## src/rtl/doppler_ramp_ctrl.sv

```systemverilog
// Doppler ramp sequencer: plays linear frequency segments into the NCO one
// sample per sample_en, with a one-deep pending slot for gapless chaining.
module doppler_ramp_ctrl #(
  parameter int unsigned FREQ_W = 32,
  parameter int unsigned RATE_W = 24,
  parameter int unsigned CNT_W  = 20
) (
  input  logic              clk,
  input  logic              reset,
  input  logic              cfg_valid,
  output logic              cfg_ready,
  input  logic [FREQ_W-1:0] cfg_freq,
  input  logic [RATE_W-1:0] cfg_rate,
  input  logic [CNT_W-1:0]  cfg_len,
  input  logic              abort,
  input  logic              sample_en,
  output logic              nco_dv,
  output logic [FREQ_W-1:0] nco_freq,
  output logic              busy,
  output logic              seg_done,
  output logic              underrun
);

  localparam int unsigned CNTX_W = CNT_W + 1;

  typedef enum logic [1:0] {
    ST_IDLE = 2'd0,
    ST_RUN  = 2'd1,
    ST_HOLD = 2'd2
  } state_t;

  state_t              state, state_nxt;
  logic [FREQ_W-1:0]   acc, acc_nxt;
  logic [CNTX_W-1:0]   cnt, cnt_nxt;
  logic [CNT_W-1:0]    len, len_nxt;
  logic [RATE_W-1:0]   rate, rate_nxt;
  logic                pend_full, pend_full_nxt;
  logic [FREQ_W-1:0]   pend_freq, pend_freq_nxt;
  logic [RATE_W-1:0]   pend_rate, pend_rate_nxt;
  logic [CNT_W-1:0]    pend_len, pend_len_nxt;
  logic                nco_dv_nxt;
  logic [FREQ_W-1:0]   nco_freq_nxt;
  logic                busy_nxt;
  logic                seg_done_nxt;
  logic                underrun_nxt;

  logic                cfg_fire;
  logic                cnt_done;
  logic [CNTX_W-1:0]   cnt_inc;
  logic                do_load;
  logic                do_emit;
  logic                do_hold;

  assign cfg_ready = !pend_full;
  assign cfg_fire  = cfg_valid && !pend_full && !abort;
  assign cnt_inc   = cnt + CNTX_W'(1);
  // Bounded segment whose final sample has already gone out
  assign cnt_done  = (len != '0) && (cnt >= {1'b0, len});

  // Next-state and datapath decisions
  always_comb begin
    state_nxt     = state;
    acc_nxt       = acc;
    cnt_nxt       = cnt;
    len_nxt       = len;
    rate_nxt      = rate;
    pend_full_nxt = pend_full;
    pend_freq_nxt = pend_freq;
    pend_rate_nxt = pend_rate;
    pend_len_nxt  = pend_len;
    nco_dv_nxt    = 1'b0;
    nco_freq_nxt  = nco_freq;
    seg_done_nxt  = 1'b0;
    underrun_nxt  = 1'b0;
    do_load       = 1'b0;
    do_emit       = 1'b0;
    do_hold       = 1'b0;

    if (cfg_fire) begin
      pend_full_nxt = 1'b1;
      pend_freq_nxt = cfg_freq;
      pend_rate_nxt = cfg_rate;
      pend_len_nxt  = cfg_len;
    end

    case (state)
      ST_IDLE: begin
        if (sample_en && pend_full) do_load = 1'b1;
      end
      ST_RUN: begin
        if (sample_en) begin
          if (len == '0) begin
            if (pend_full) do_load = 1'b1;
            else           do_emit = 1'b1;
          end else if (cnt_done) begin
            if (pend_full) do_load = 1'b1;
            else           do_hold = 1'b1;
          end else begin
            do_emit = 1'b1;
          end
        end
      end
      ST_HOLD: begin
        if (sample_en) begin
          if (pend_full) do_load = 1'b1;
          else           do_hold = 1'b1;
        end
      end
      default: state_nxt = ST_IDLE;
    endcase

    if (do_load) begin
      nco_dv_nxt    = 1'b1;
      nco_freq_nxt  = pend_freq;
      acc_nxt       = pend_freq + FREQ_W'($signed(pend_rate));
      cnt_nxt       = CNTX_W'(1);
      len_nxt       = pend_len;
      rate_nxt      = pend_rate;
      pend_full_nxt = 1'b0;
      state_nxt     = ST_RUN;
      // Slot was just consumed, so a one-sample segment always underruns
      if (pend_len == CNT_W'(1)) begin
        seg_done_nxt = 1'b1;
        underrun_nxt = 1'b1;
        state_nxt    = ST_HOLD;
      end
    end

    if (do_emit) begin
      nco_dv_nxt   = 1'b1;
      nco_freq_nxt = acc;
      acc_nxt      = acc + FREQ_W'($signed(rate));
      cnt_nxt      = cnt_inc;
      if ((len != '0) && (cnt_inc == {1'b0, len})) begin
        seg_done_nxt = 1'b1;
        if (!pend_full) begin
          underrun_nxt = 1'b1;
          state_nxt    = ST_HOLD;
        end
      end
    end

    if (do_hold) begin
      nco_dv_nxt = 1'b1;
      state_nxt  = ST_HOLD;
    end

    if (abort) begin
      state_nxt     = ST_IDLE;
      acc_nxt       = acc;
      cnt_nxt       = cnt;
      len_nxt       = len;
      rate_nxt      = rate;
      pend_full_nxt = 1'b0;
      pend_freq_nxt = pend_freq;
      pend_rate_nxt = pend_rate;
      pend_len_nxt  = pend_len;
      nco_dv_nxt    = 1'b0;
      nco_freq_nxt  = nco_freq;
      seg_done_nxt  = 1'b0;
      underrun_nxt  = 1'b0;
    end

    busy_nxt = (state_nxt != ST_IDLE);
  end

  // State and output registers
  always_ff @(posedge clk or negedge reset) begin
    if (!reset) begin
      state     <= ST_IDLE;
      acc       <= '0;
      cnt       <= '0;
      len       <= '0;
      rate      <= '0;
      pend_full <= 1'b0;
      pend_freq <= '0;
      pend_rate <= '0;
      pend_len  <= '0;
      nco_dv    <= 1'b0;
      nco_freq  <= '0;
      busy      <= 1'b0;
      seg_done  <= 1'b0;
      underrun  <= 1'b0;
    end else begin
      state     <= state_nxt;
      acc       <= acc_nxt;
      cnt       <= cnt_nxt;
      len       <= len_nxt;
      rate      <= rate_nxt;
      pend_full <= pend_full_nxt;
      pend_freq <= pend_freq_nxt;
      pend_rate <= pend_rate_nxt;
      pend_len  <= pend_len_nxt;
      nco_dv    <= nco_dv_nxt;
      nco_freq  <= nco_freq_nxt;
      busy      <= busy_nxt;
      seg_done  <= seg_done_nxt;
      underrun  <= underrun_nxt;
    end
  end

endmodule

```

## config.mk

```make
export PLATFORM = sky130hd
export DESIGN_NAME = doppler_ramp_ctrl
export DESIGN_NICKNAME = d
export VERILOG_FILES = /design/src/rtl/doppler_ramp_ctrl.sv
export SDC_FILE = /design/constraint.sdc
export NUM_CORES = 1
export LEC_CHECK = 0
export ABC_CLOCK_PERIOD_IN_PS = 2690
export CELL_PAD_IN_SITES_DETAIL_PLACEMENT = 0
export CELL_PAD_IN_SITES_GLOBAL_PLACEMENT = 1
export CORE_AREA = 2 2 184 186
export DETAILED_ROUTE_END_ITERATION = 8
export DIE_AREA = 0 0 186 188
export PLACE_DENSITY = 0.79
export SLEW_MARGIN = 20
export SYNTH_ARGS = -nofsm -noshare
export SYNTH_HDL_FRONTEND = slang
export SYNTH_SLANG_ARGS = --single-unit
```

## constraint.sdc

```tcl
create_clock -name clk -period 2.69 [get_ports clk]
set_input_delay 0.807 -clock clk [delete_from_list [all_inputs] [get_ports clk]]
set_output_delay 0.807 -clock clk [all_outputs]
set_load 0.05 [all_outputs]
```

==> out/results.ini <==
[outcome]
status=finished, violations left
violations=setup timing

[die]
die_area_mm2=0.0350
die_h_um=188
fp-row-count=67
start_util_pct=40.1
core_mm2=0.0331
dieWidth_um=186
num_io_pins=118

[global_route]
grt_max_degree=60
antenna_found_initial=0
grt_usage_pct=22.7
overflow=0
grt_pass1_vias=12500
grt_pass1_wl_mm=64.2

[cts]
hold_buffers=0
cts_tree=yes
cts_root_buf=clkbuf_16
clock_latency_ns=0.55
clockBufferDepth=3
clk_pin_slew_ns=0.07
cts_buffers=26
htreeDepth=1
clock_sinks=212

[cells_and_area]
final_cell_mix=293 x buf_4, 207 x dfrtp_1, 150 x nand2_1
diodes=0
final_area_mm2=0.0197
drive_above_1_share_pct=35.9
finalNetCount=1987
final_common_cell=buf_4
syn_to_final_growth_pct=48.0
fin_cells=2280

[power_and_ir_drop]
ir_worst_vdd_v=0.000659
power_density_mw_per_mm2=1140
p_leak_nw=8.67

[logic_synthesis]
ys_seq_elements=212
ys_types=81
syn_nets=1564
syn_area_per_cell_um2=9.53
ys_warn_count=0
yosys_most_used_dff=dfrtp_1
synth-async-reset-ratio_pct=100
synth_edf_count=0
syn_inst=1394
syn_area_mm2=0.0133
yosysSeqAreaShare_pct=39.9

[worst_hold_path]
holdCritPathClass=input pin to asynchronous set/reset pin

[sta]
worst_clock_skew_ns=0.0305
rsz0062_at_grt=true
period_share_pct=107
hold_viol=0
slew_headroom_pct=57.3
finalWorstSetupSlack_ns=-0.187
worstMarginPinSlew_ns=0.634
maxSlewViolCount=0
setup_viol=13
period_needed_ns=2.88
fmax_ghz=0.348

[routing]
ant_nets=0
vias=12400
wire_per_inst_um=18.6
dr.pass1.iters=5
vias_per_cell=5.44
drtIter0Drc=779
routed_wl_mm=42.3
drc=0

[setup_path]
path_max_fanout=3
worstSetupPathType=flop to flop
cp.buffers_inverters=1
cp_slowest_cell=or3_4
crit_required_ns=3.13
path_cells=ha_2, buf_6, a211oi_4, o2111ai_2, o2111a_1, or3_4, a21o_1, and3_4, o31ai_4, xnor2_1, a221o_1
start_kind=flop
end_kind=flop
cp.arrival_ns=3.32
crit_family=compound AO/OA/AOI/OAI gates
cp_slowest_stage_delay_ns=0.41

[place]
pre_cts_ws_ns=-0.543
place_inst=2171
place.gp.congestion=0.906
io_buffers=117
dpl_cell_area_mm2=0.0171
dp_hpwl_mm=29.1

[job]
maxCapViolations=0

-- state kept, by name, indices dropped and copies added, names as in the netlist, 20 cells and up --
signal	count
cnt	21
rate	24
nco_freq	32
acc	32
pend_rate	24
len	20
pend_len	20
pend_freq	32
-- worst paths after layout --
| check | from | endpoint | slack, ns | cells past startpoint |
|---|---|---|---|---|
| worst max-delay path | pend_freq[0] | acc[31] | -0.19 | 11 |
| worst min-delay path | reset | pend_freq[0] | 0.20 | 1 |
| worst max register to register | pend_freq[0] | acc[31] | -0.19 | 11 |
| min in group clk | rate[22] | rate[22] | 0.51 | 1 |
| worst min register to register | rate[22] | rate[22] | 0.51 | 1 |
| max in group asynchronous | reset | rate[17] | 1.78 | 2 |
-- layout make-up --
type                       count  area, um^2
fill                        2823       13400
inverter                      47         176
clock buffer                  39         759
timing repair buffer         462        4280
clock inverter                 4        58.8
sequential                   212        5310
multi-input combinational   1068        8520
tap                          448         561
-- through the flow --
stage | util [%] | setup TNS (ns) | power (mW) | hold slack [ns]
5_1_grt | 59.4 | -2.61 | 23.8 | 0.228
6_report | 59.4 | -0.954 | 22.4 | 0.198
4_1_cts | 56.0 | -1.10 | 21.1 | 0.197
3_5_place_dp | 51.7 | -16.11 | 16.7 | 0.499
2_1_floorplan | - | -0.0234 | 12.1 | 0.475
3_3_place_gp | 51.7 | -13.19 | 16.5 | 0.493
-- where the power goes --
| group | internal (mW) | leakage (nW) | total [mW] | switching, mW |
|---|---|---|---|---|
| clock network | 2.02 | 0.397 | 3.41 | 1.39 |
| logic | 6.93 | 5.74 | 13.8 | 6.91 |
| registers | 4.27 | 2.53 | 5.19 | 0.919 |
| total | 13.2 | 8.67 | 22.4 | 9.22 |
-- cells by family (layout without fill, tap and decap cells) --
group	Yosys count	after routing	share of synthesized area, %
muxes	133	133	11.2
and+or+nand+nor	435	435	15.5
buffers and inverters	114	552	3.55
xor gates and xnor gates	63	63	4.15
DFF	212	212	39.9
adders and majority gates	89	89	8.49
AOI/OAI and AO/OA	348	348	17.2
-- cell usage after synthesis, drive strengths merged (4+ instances only) --
cell / count / area [um^2]
a2111oi: 6 / 58.8
a211oi: 13 / 103
a21boi: 5 / 37.5
a21o: 28 / 210
a21oi: 83 / 419
a221o: 5 / 50.1
a31oi: 45 / 282
and2: 6 / 37.5
and3: 12 / 80.1
buf: 19 / 114
clkbuf: 48 / 181
dfrtp: 212 / 5310
ha: 87 / 1090
inv: 47 / 176
mux2: 122 / 1370
mux2i: 11 / 110
nand2: 153 / 582
nand2b: 14 / 87.6
nand3: 26 / 143
nand3b: 4 / 30.0
nand4: 15 / 100
nor2: 122 / 458
nor2b: 14 / 87.6
nor3: 28 / 140
nor3b: 7 / 52.6
nor4: 12 / 105
o2111ai: 5 / 43.8
o211ai: 7 / 52.6
o21a: 11 / 82.6
o21ai: 79 / 395
o22ai: 5 / 31.3
o311ai: 4 / 35.0
o31a: 6 / 52.6
o31ai: 9 / 81.3
or2: 6 / 37.5
or3: 9 / 61.3
xnor2: 40 / 350
xor2: 23 / 201
-- per-layer routing --
layer	track usage, %	wire (um)	vias to the layer above
met1	28.4	17700	6073
met4	8.30	1880	0
li1	-	-	5898
met3	2.91	1750	116
met2	39.9	21000	315
met5	0	0	-
-- what timing repair did --
action	CTS	global route
pin swaps	50	78
setup endpoints to repair	132	132
buffers inserted	22	38
cloned	1	9
gates resized for setup	91	136
Note: power is estimated with default switching activity, not from simulation.
